**config.mk**
```make
export PLATFORM = sky130hd
export DESIGN_NAME = rv_decode_queue
export DESIGN_NICKNAME = d
export VERILOG_FILES = /design/src/rtl/rv_decode_queue.sv
export SDC_FILE = /design/constraint.sdc
export NUM_CORES = 1
export LEC_CHECK = 0
export BUFFER_PORTS_ARGS = -buffer_cell sky130_fd_sc_hd__buf_2
export CAP_MARGIN = 5
export CELL_PAD_IN_SITES_DETAIL_PLACEMENT = 1
export CELL_PAD_IN_SITES_GLOBAL_PLACEMENT = 2
export CORE_ASPECT_RATIO = 1.25
export CORE_MARGIN = 2
export CORE_UTILIZATION = 45
export CTS_BUF_LIST = sky130_fd_sc_hd__clkbuf_16
export DETAILED_ROUTE_END_ITERATION = 12
export HOLD_SLACK_MARGIN = 0.12
export PLACE_DENSITY_LB_ADDON = 0.1
export SYNTH_ARGS = -nofsm -noshare
export SYNTH_HDL_FRONTEND = slang
export SYNTH_SLANG_ARGS = --single-unit
export TNS_END_PERCENT = 50
```
**constraint.sdc**
```tcl
create_clock -name clk_i -period 4.1 [get_ports clk_i]
set_input_delay 0.82 -clock clk_i [delete_from_list [all_inputs] [get_ports clk_i]]
set_output_delay 0.82 -clock clk_i [all_outputs]
set_load 0.03 [all_outputs]
```
**src/rtl/rv_decode_queue.sv**
```systemverilog
// Fetch-to-decode buffer: a circular FIFO of {pc, instr} feeding one registered
// decode stage that presents the raw word, register fields and class flags.
module rv_decode_queue #(
    parameter int DEPTH = 4,
    parameter bit RV32M = 1'b1,
    localparam int CW = $clog2(DEPTH + 1)
) (
    input  logic          clk_i,
    input  logic          arstn_i,
    input  logic          f_valid_i,
    input  logic [31:0]   f_instr_i,
    input  logic [31:0]   f_pc_i,
    output logic          f_ready_o,
    input  logic          flush_i,
    output logic          d_valid_o,
    input  logic          d_ready_i,
    output logic [31:0]   d_pc_o,
    output logic [31:0]   d_instr_o,
    output logic [4:0]    d_rs1_addr_o,
    output logic [4:0]    d_rs2_addr_o,
    output logic [4:0]    d_rd_addr_o,
    output logic          d_rs1_re_o,
    output logic          d_rs2_re_o,
    output logic          d_wb_we_o,
    output logic          d_mem_req_o,
    output logic          d_mem_we_o,
    output logic          d_mdu_req_o,
    output logic          d_branch_o,
    output logic          d_jal_o,
    output logic          d_jalr_o,
    output logic          d_fence_o,
    output logic          d_illegal_o,
    output logic [CW-1:0] count_o
);

    localparam int AW = $clog2(DEPTH);

    logic [63:0]   mem_r [DEPTH];
    logic [AW-1:0] wr_ptr_r, rd_ptr_r;
    logic [CW-1:0] count_r;
    logic          d_valid_r;
    logic [31:0]   d_pc_r, d_instr_r;
    logic [10:0]   d_flags_r;

    logic          accept_s, stage_free_s, push_s, pop_s, bypass_s, stage_load_s;
    logic [63:0]   st_word_s;
    logic [4:0]    opc_s;
    logic [2:0]    f3_s;
    logic [6:0]    f7_s;
    logic          is_lui_s, is_auipc_s, is_jal_s, is_jalr_s, is_br_s, is_ld_s;
    logic          is_st_s, is_opi_s, is_op_s, is_mm_s, legal_opc_s, ill_s;
    logic [10:0]   dec_s;

    assign f_ready_o = (count_r < CW'(DEPTH)) && !flush_i;

    // Handshake and stage-source selection; the FIFO head always has priority over bypass.
    always_comb begin
        accept_s     = f_valid_i && f_ready_o;
        stage_free_s = !d_valid_r || d_ready_i;
        pop_s        = 1'b0;
        bypass_s     = 1'b0;
        stage_load_s = 1'b0;
        if (stage_free_s && (count_r != '0)) begin
            pop_s        = 1'b1;
            stage_load_s = 1'b1;
        end else if (stage_free_s && accept_s) begin
            bypass_s     = 1'b1;
            stage_load_s = 1'b1;
        end else begin
            stage_load_s = 1'b0;
        end
        push_s = accept_s && !bypass_s;
        if (pop_s) begin
            st_word_s = mem_r[rd_ptr_r];
        end else begin
            st_word_s = {f_pc_i, f_instr_i};
        end
    end

    // Decode of the word about to enter the stage; flags order is
    // {illegal, rs1_re, rs2_re, wb_we, mem_req, mem_we, mdu, branch, jal, jalr, fence}.
    always_comb begin
        opc_s       = st_word_s[6:2];
        f3_s        = st_word_s[14:12];
        f7_s        = st_word_s[31:25];
        is_lui_s    = 1'b0;
        is_auipc_s  = 1'b0;
        is_jal_s    = 1'b0;
        is_jalr_s   = 1'b0;
        is_br_s     = 1'b0;
        is_ld_s     = 1'b0;
        is_st_s     = 1'b0;
        is_opi_s    = 1'b0;
        is_op_s     = 1'b0;
        is_mm_s     = 1'b0;
        legal_opc_s = 1'b1;
        case (opc_s)
            5'b01101: is_lui_s   = 1'b1;
            5'b00101: is_auipc_s = 1'b1;
            5'b11011: is_jal_s   = 1'b1;
            5'b11001: is_jalr_s  = 1'b1;
            5'b11000: is_br_s    = 1'b1;
            5'b00000: is_ld_s    = 1'b1;
            5'b01000: is_st_s    = 1'b1;
            5'b00100: is_opi_s   = 1'b1;
            5'b01100: is_op_s    = 1'b1;
            5'b00011: is_mm_s    = 1'b1;
            default:  legal_opc_s = 1'b0;
        endcase
        ill_s = (st_word_s[1:0] != 2'b11) || !legal_opc_s
            || ((is_jalr_s || is_mm_s) && (f3_s != 3'd0))
            || (is_ld_s && ((f3_s == 3'd3) || (f3_s == 3'd6) || (f3_s == 3'd7)))
            || (is_st_s && (f3_s > 3'd2))
            || (is_br_s && ((f3_s == 3'd2) || (f3_s == 3'd3)))
            || (is_op_s && !((f7_s == 7'h00) || (f7_s == 7'h20) || (f7_s == 7'h01)))
            || (is_op_s && (f7_s == 7'h20) && !((f3_s == 3'd0) || (f3_s == 3'd5)))
            || (is_op_s && (f7_s == 7'h01) && !RV32M)
            || (is_opi_s && (f3_s == 3'd1) && (f7_s != 7'h00))
            || (is_opi_s && (f3_s == 3'd5) && (f7_s != 7'h00) && (f7_s != 7'h20));
        if (ill_s) begin
            dec_s = 11'b100_0000_0000;
        end else begin
            dec_s = {1'b0,
                     !(is_lui_s || is_auipc_s || is_jal_s || is_mm_s),
                     is_op_s || is_br_s || is_st_s,
                     !(is_br_s || is_st_s || is_mm_s),
                     is_ld_s || is_st_s,
                     is_st_s,
                     is_op_s && (f7_s == 7'h01),
                     is_br_s, is_jal_s, is_jalr_s, is_mm_s};
        end
    end

    // FIFO pointers and occupancy.
    always_ff @(posedge clk_i or negedge arstn_i) begin
        if (!arstn_i) begin
            wr_ptr_r <= '0;
            rd_ptr_r <= '0;
            count_r  <= '0;
        end else if (flush_i) begin
            wr_ptr_r <= '0;
            rd_ptr_r <= '0;
            count_r  <= '0;
        end else begin
            if (push_s) wr_ptr_r <= wr_ptr_r + AW'(1'b1);
            if (pop_s)  rd_ptr_r <= rd_ptr_r + AW'(1'b1);
            case ({push_s, pop_s})
                2'b10:   count_r <= count_r + CW'(1'b1);
                2'b01:   count_r <= count_r - CW'(1'b1);
                default: count_r <= count_r;
            endcase
        end
    end

    // FIFO storage.
    always_ff @(posedge clk_i or negedge arstn_i) begin
        if (!arstn_i) begin
            for (int i = 0; i < DEPTH; i++) mem_r[i] <= 64'h0;
        end else if (!flush_i && push_s) begin
            mem_r[wr_ptr_r] <= {f_pc_i, f_instr_i};
        end
    end

    // Output stage; data and flags only change on a load so they hold under backpressure.
    always_ff @(posedge clk_i or negedge arstn_i) begin
        if (!arstn_i) begin
            d_valid_r <= 1'b0;
            d_pc_r    <= 32'h0;
            d_instr_r <= 32'h0;
            d_flags_r <= 11'h0;
        end else if (flush_i) begin
            d_valid_r <= 1'b0;
        end else if (stage_load_s) begin
            d_valid_r <= 1'b1;
            d_pc_r    <= st_word_s[63:32];
            d_instr_r <= st_word_s[31:0];
            d_flags_r <= dec_s;
        end else if (stage_free_s) begin
            d_valid_r <= 1'b0;
        end
    end

    assign d_valid_o    = d_valid_r;
    assign d_pc_o       = d_pc_r;
    assign d_instr_o    = d_instr_r;
    assign d_rs1_addr_o = d_instr_r[19:15];
    assign d_rs2_addr_o = d_instr_r[24:20];
    assign d_rd_addr_o  = d_instr_r[11:7];
    assign {d_illegal_o, d_rs1_re_o, d_rs2_re_o, d_wb_we_o, d_mem_req_o, d_mem_we_o,
            d_mdu_req_o, d_branch_o, d_jal_o, d_jalr_o, d_fence_o} = d_flags_r;
    assign count_o      = count_r;

endmodule

```
==> metrics.cfg <==
[synthesis]
synthCells = 1092
syn_nets = 1166
synth_edf_count = 0
synth_top_area_share_pct = 55.7
synth.area.top_cells = dfrtp_1 56%, mux2_2 19%, mux4_2 9.5%
ys_warn_count = 0
async_reset_ff_share_pct = 100
synth_ff_type = dfrtp_1
seq_area_frac_synth_pct = 55.7
yosysTopAreaCell = dfrtp_1
netlist_area_sq_mm = 0.0152
ys_types = 56
avgSynthCellArea_sq_um = 14.0
ys_seq_elements = 339

[route]
via_count = 9571
drc_errors = 0
postRouteAntennaNets = 0
routed_wl_microns = 37300
wl_per_cell_microns = 22.2
via_per_inst = 5.71
firstDrtPassIters = 4
first_iter_violations = 381

[sta]
worst_hold_slack_ns = 0.297
fin_crit_ns = 3.21
worstMarginPinSlew_ns = 1.10
timing.max_slew.rel_slack_pct = 26.9
fmax_mhz = 311
worst_slack_ns = 0.885
finalSetupViolCount = 0
grt_setup_unrepaired = false
finalCritPeriodShare_pct = 78.4
hold_violations = 0
maxSlewViolCount = 0
fin_skew_ns = 0.0135
setup_tns_ns = 0

[clocking]
cts_tree = yes
cts_inserted_buffers = 37
cts_num_sinks = 339
cts-root-buf = clkbuf_16
cts_setup_buffers = 0
h-tree-depth = 2
ctsHoldBuffers = 0
ctsLongestPathBuffers = 3
cts_resized = 0
cts.clk_slew.worst_paths_ns = 0.06
worst_skew_pair.late_latency_ns = 0.53

[layout]
layout-drive-gt1-share_pct = 46.4
nets = 1298
syn_to_final_growth_pct = 15.7
fin_cells = 1677

[floorplanning]
start_util_pct = 45.5
core_sq_mm = 0.0335
io_pins = 164
die_w_microns = 169
die_h_microns = 210
dieArea_sq_mm = 0.0354
fp-row-count = 75

[setup_path]
worstPathArrival_ns = 3.68
crit_fanout = 20
worst-setup-path-type = register to register
cp-start-kind = register
cp.required_ns = 4.56
crit_path_end_kind = register

[job]
cap_viol_max_count = 0

[outcome]
status = complete, no violations

[power]
p_sw_w = 0.00517
switching_share_pct = 38.6
internal-power_w = 0.00822
power.density_mw_per_mm2 = 759
leakage_nw = 8.39
pwr-share-comb_pct = 40.3
p_clk_share_pct = 24.0
ir_worst_vdd_mv = 0.412
seqPwrFrac_pct = 35.6

[placed_design]
gp_congestion = 0.758
dp_cells = 1608
place_ws_ns = 0.708
dpl.hpwl_microns = 23400
portBuffers = 163

[grt]
grt_pass1_vias = 10600
grt_first_pass_wirelength_microns = 60400
overflow = 0
grt_max_degree = 139
grt.total_usage_pct = 21.9
antenna_found_initial = 4

[hold_path]
hold_class = input pin to asynchronous set/reset pin

[cell type report]
class                      count  area (sq um)
sequential                   339          8490
tap                          423           529
antenna                        1          2.50
fill                        3349         15900
multi-input combinational    654          6340
timing repair buffer         187          1080
clock inverter                31           241
inverter                       5          18.8
clock buffer                  37           926
[worst max-delay path, stage by stage (launching register included)]
cell     delay, ns
dfrtp_1       0.48
nor3_2        0.07
buf_4         0.18
nor2_2        0.77
mux2i_2       0.47
mux2i_1       0.28
o22ai_2       0.12
nor2_1        0.50
a32o_1        0.26
[cells by family (layout without fill, tap and decap cells)]
| logic type | count (synthesis) | count (layout) | synth area share (%) |
|---|---|---|---|
| buf+inv | 99 | 260 | 3.02 |
| fa+ha+maj | 5 | 5 | 0.460 |
| other cells | 0 | 1 | 0 |
| simple gates | 140 | 140 | 4.30 |
| xor+xnor | 6 | 6 | 0.345 |
| mux | 334 | 334 | 29.3 |
| flops | 339 | 339 | 55.7 |
| compound gates | 169 | 169 | 6.90 |
[sequential cells by signal, indices dropped and copies added, names as in the netlist]
name       flops
mem_r        256
count_o        3
wr_ptr_r       2
d_pc_o        32
d_valid_o      1
d_instr_o     32
rd_ptr_r       2
d_flags_r     11
[power by group through the flow]
stage          clock network (W)  registers (W)  logic, W
5_1_grt                  0.00344        0.00490   0.00590
2_1_floorplan                  0        0.00533   0.00337
3_5_place_dp                   0        0.00483   0.00549
3_3_place_gp                   0        0.00479   0.00541
4_1_cts                  0.00331        0.00479   0.00550
6_report                 0.00322        0.00477   0.00540
[synthesized netlist by cell type, types with 2 or more instances]
library cell  count
a31oi_1           2
and3_1            2
a21o_1            4
a32o_1            8
clkbuf_1         52
nor2b_1           3
and2_1            3
a21oi_1          14
nor4_4            2
xor2_1            3
buf_2            11
mux2i_1          13
nor3_2            2
nor3_1            8
ha_1              4
mux4_2           64
a22oi_1           3
nand3_1           5
nand2_1          81
nor4_1            2
buf_4            15
dfrtp_1         339
o22ai_1          47
inv_1             5
buf_1            14
a22o_1            2
or3_1             3
nand3b_1          2
mux2_2          256
a32oi_1           2
o21ai_0          75
nor2_1           20
xnor2_1           3
[placed cells by master, fill, tap and decap left out, types with 14 or more instances in the layout]
master	n
nor2_1	19
buf_4	18
o22ai_1	47
a21oi_1	14
mux2_2	256
dfrtp_1	337
nand2_1	77
clkbuf_16	37
mux4_2	64
buf_2	162
o21ai_0	74
[worst paths after layout]
path,depth (start not counted),end,slack [ns],start
max in group asynchronous,2,mem_r[110],2.83,arstn_i
hold reg to reg,2,d_pc_o[4],0.48,d_pc_o[4]
setup / recovery,8,d_flags_r[3],0.89,count_o[0]
setup reg to reg,8,d_flags_r[3],0.89,count_o[0]
hold / removal,1,d_instr_o[23],0.30,arstn_i
min in group clk_i,2,d_pc_o[4],0.48,d_pc_o[4]
[through the flow]
step | util (%) | area (sq um) | total power [W]
3_5_place_dp | 49.1 | 16500 | 0.0103
6_report | 52.6 | 17600 | 0.0134
3_3_place_gp | 49.1 | 16500 | 0.0102
4_1_cts | 52.6 | 17600 | 0.0136
2_1_floorplan | - | 15200 | 0.00870
5_1_grt | 52.6 | 17600 | 0.0142
[layer usage]
metal	part of all wire, %	track usage (%)
met1	42	27.8
met2	52	39.0
met3	4.0	3.85
met4	1.7	5.14
met5	0.11	0
Power figures use the tool's default switching activity.
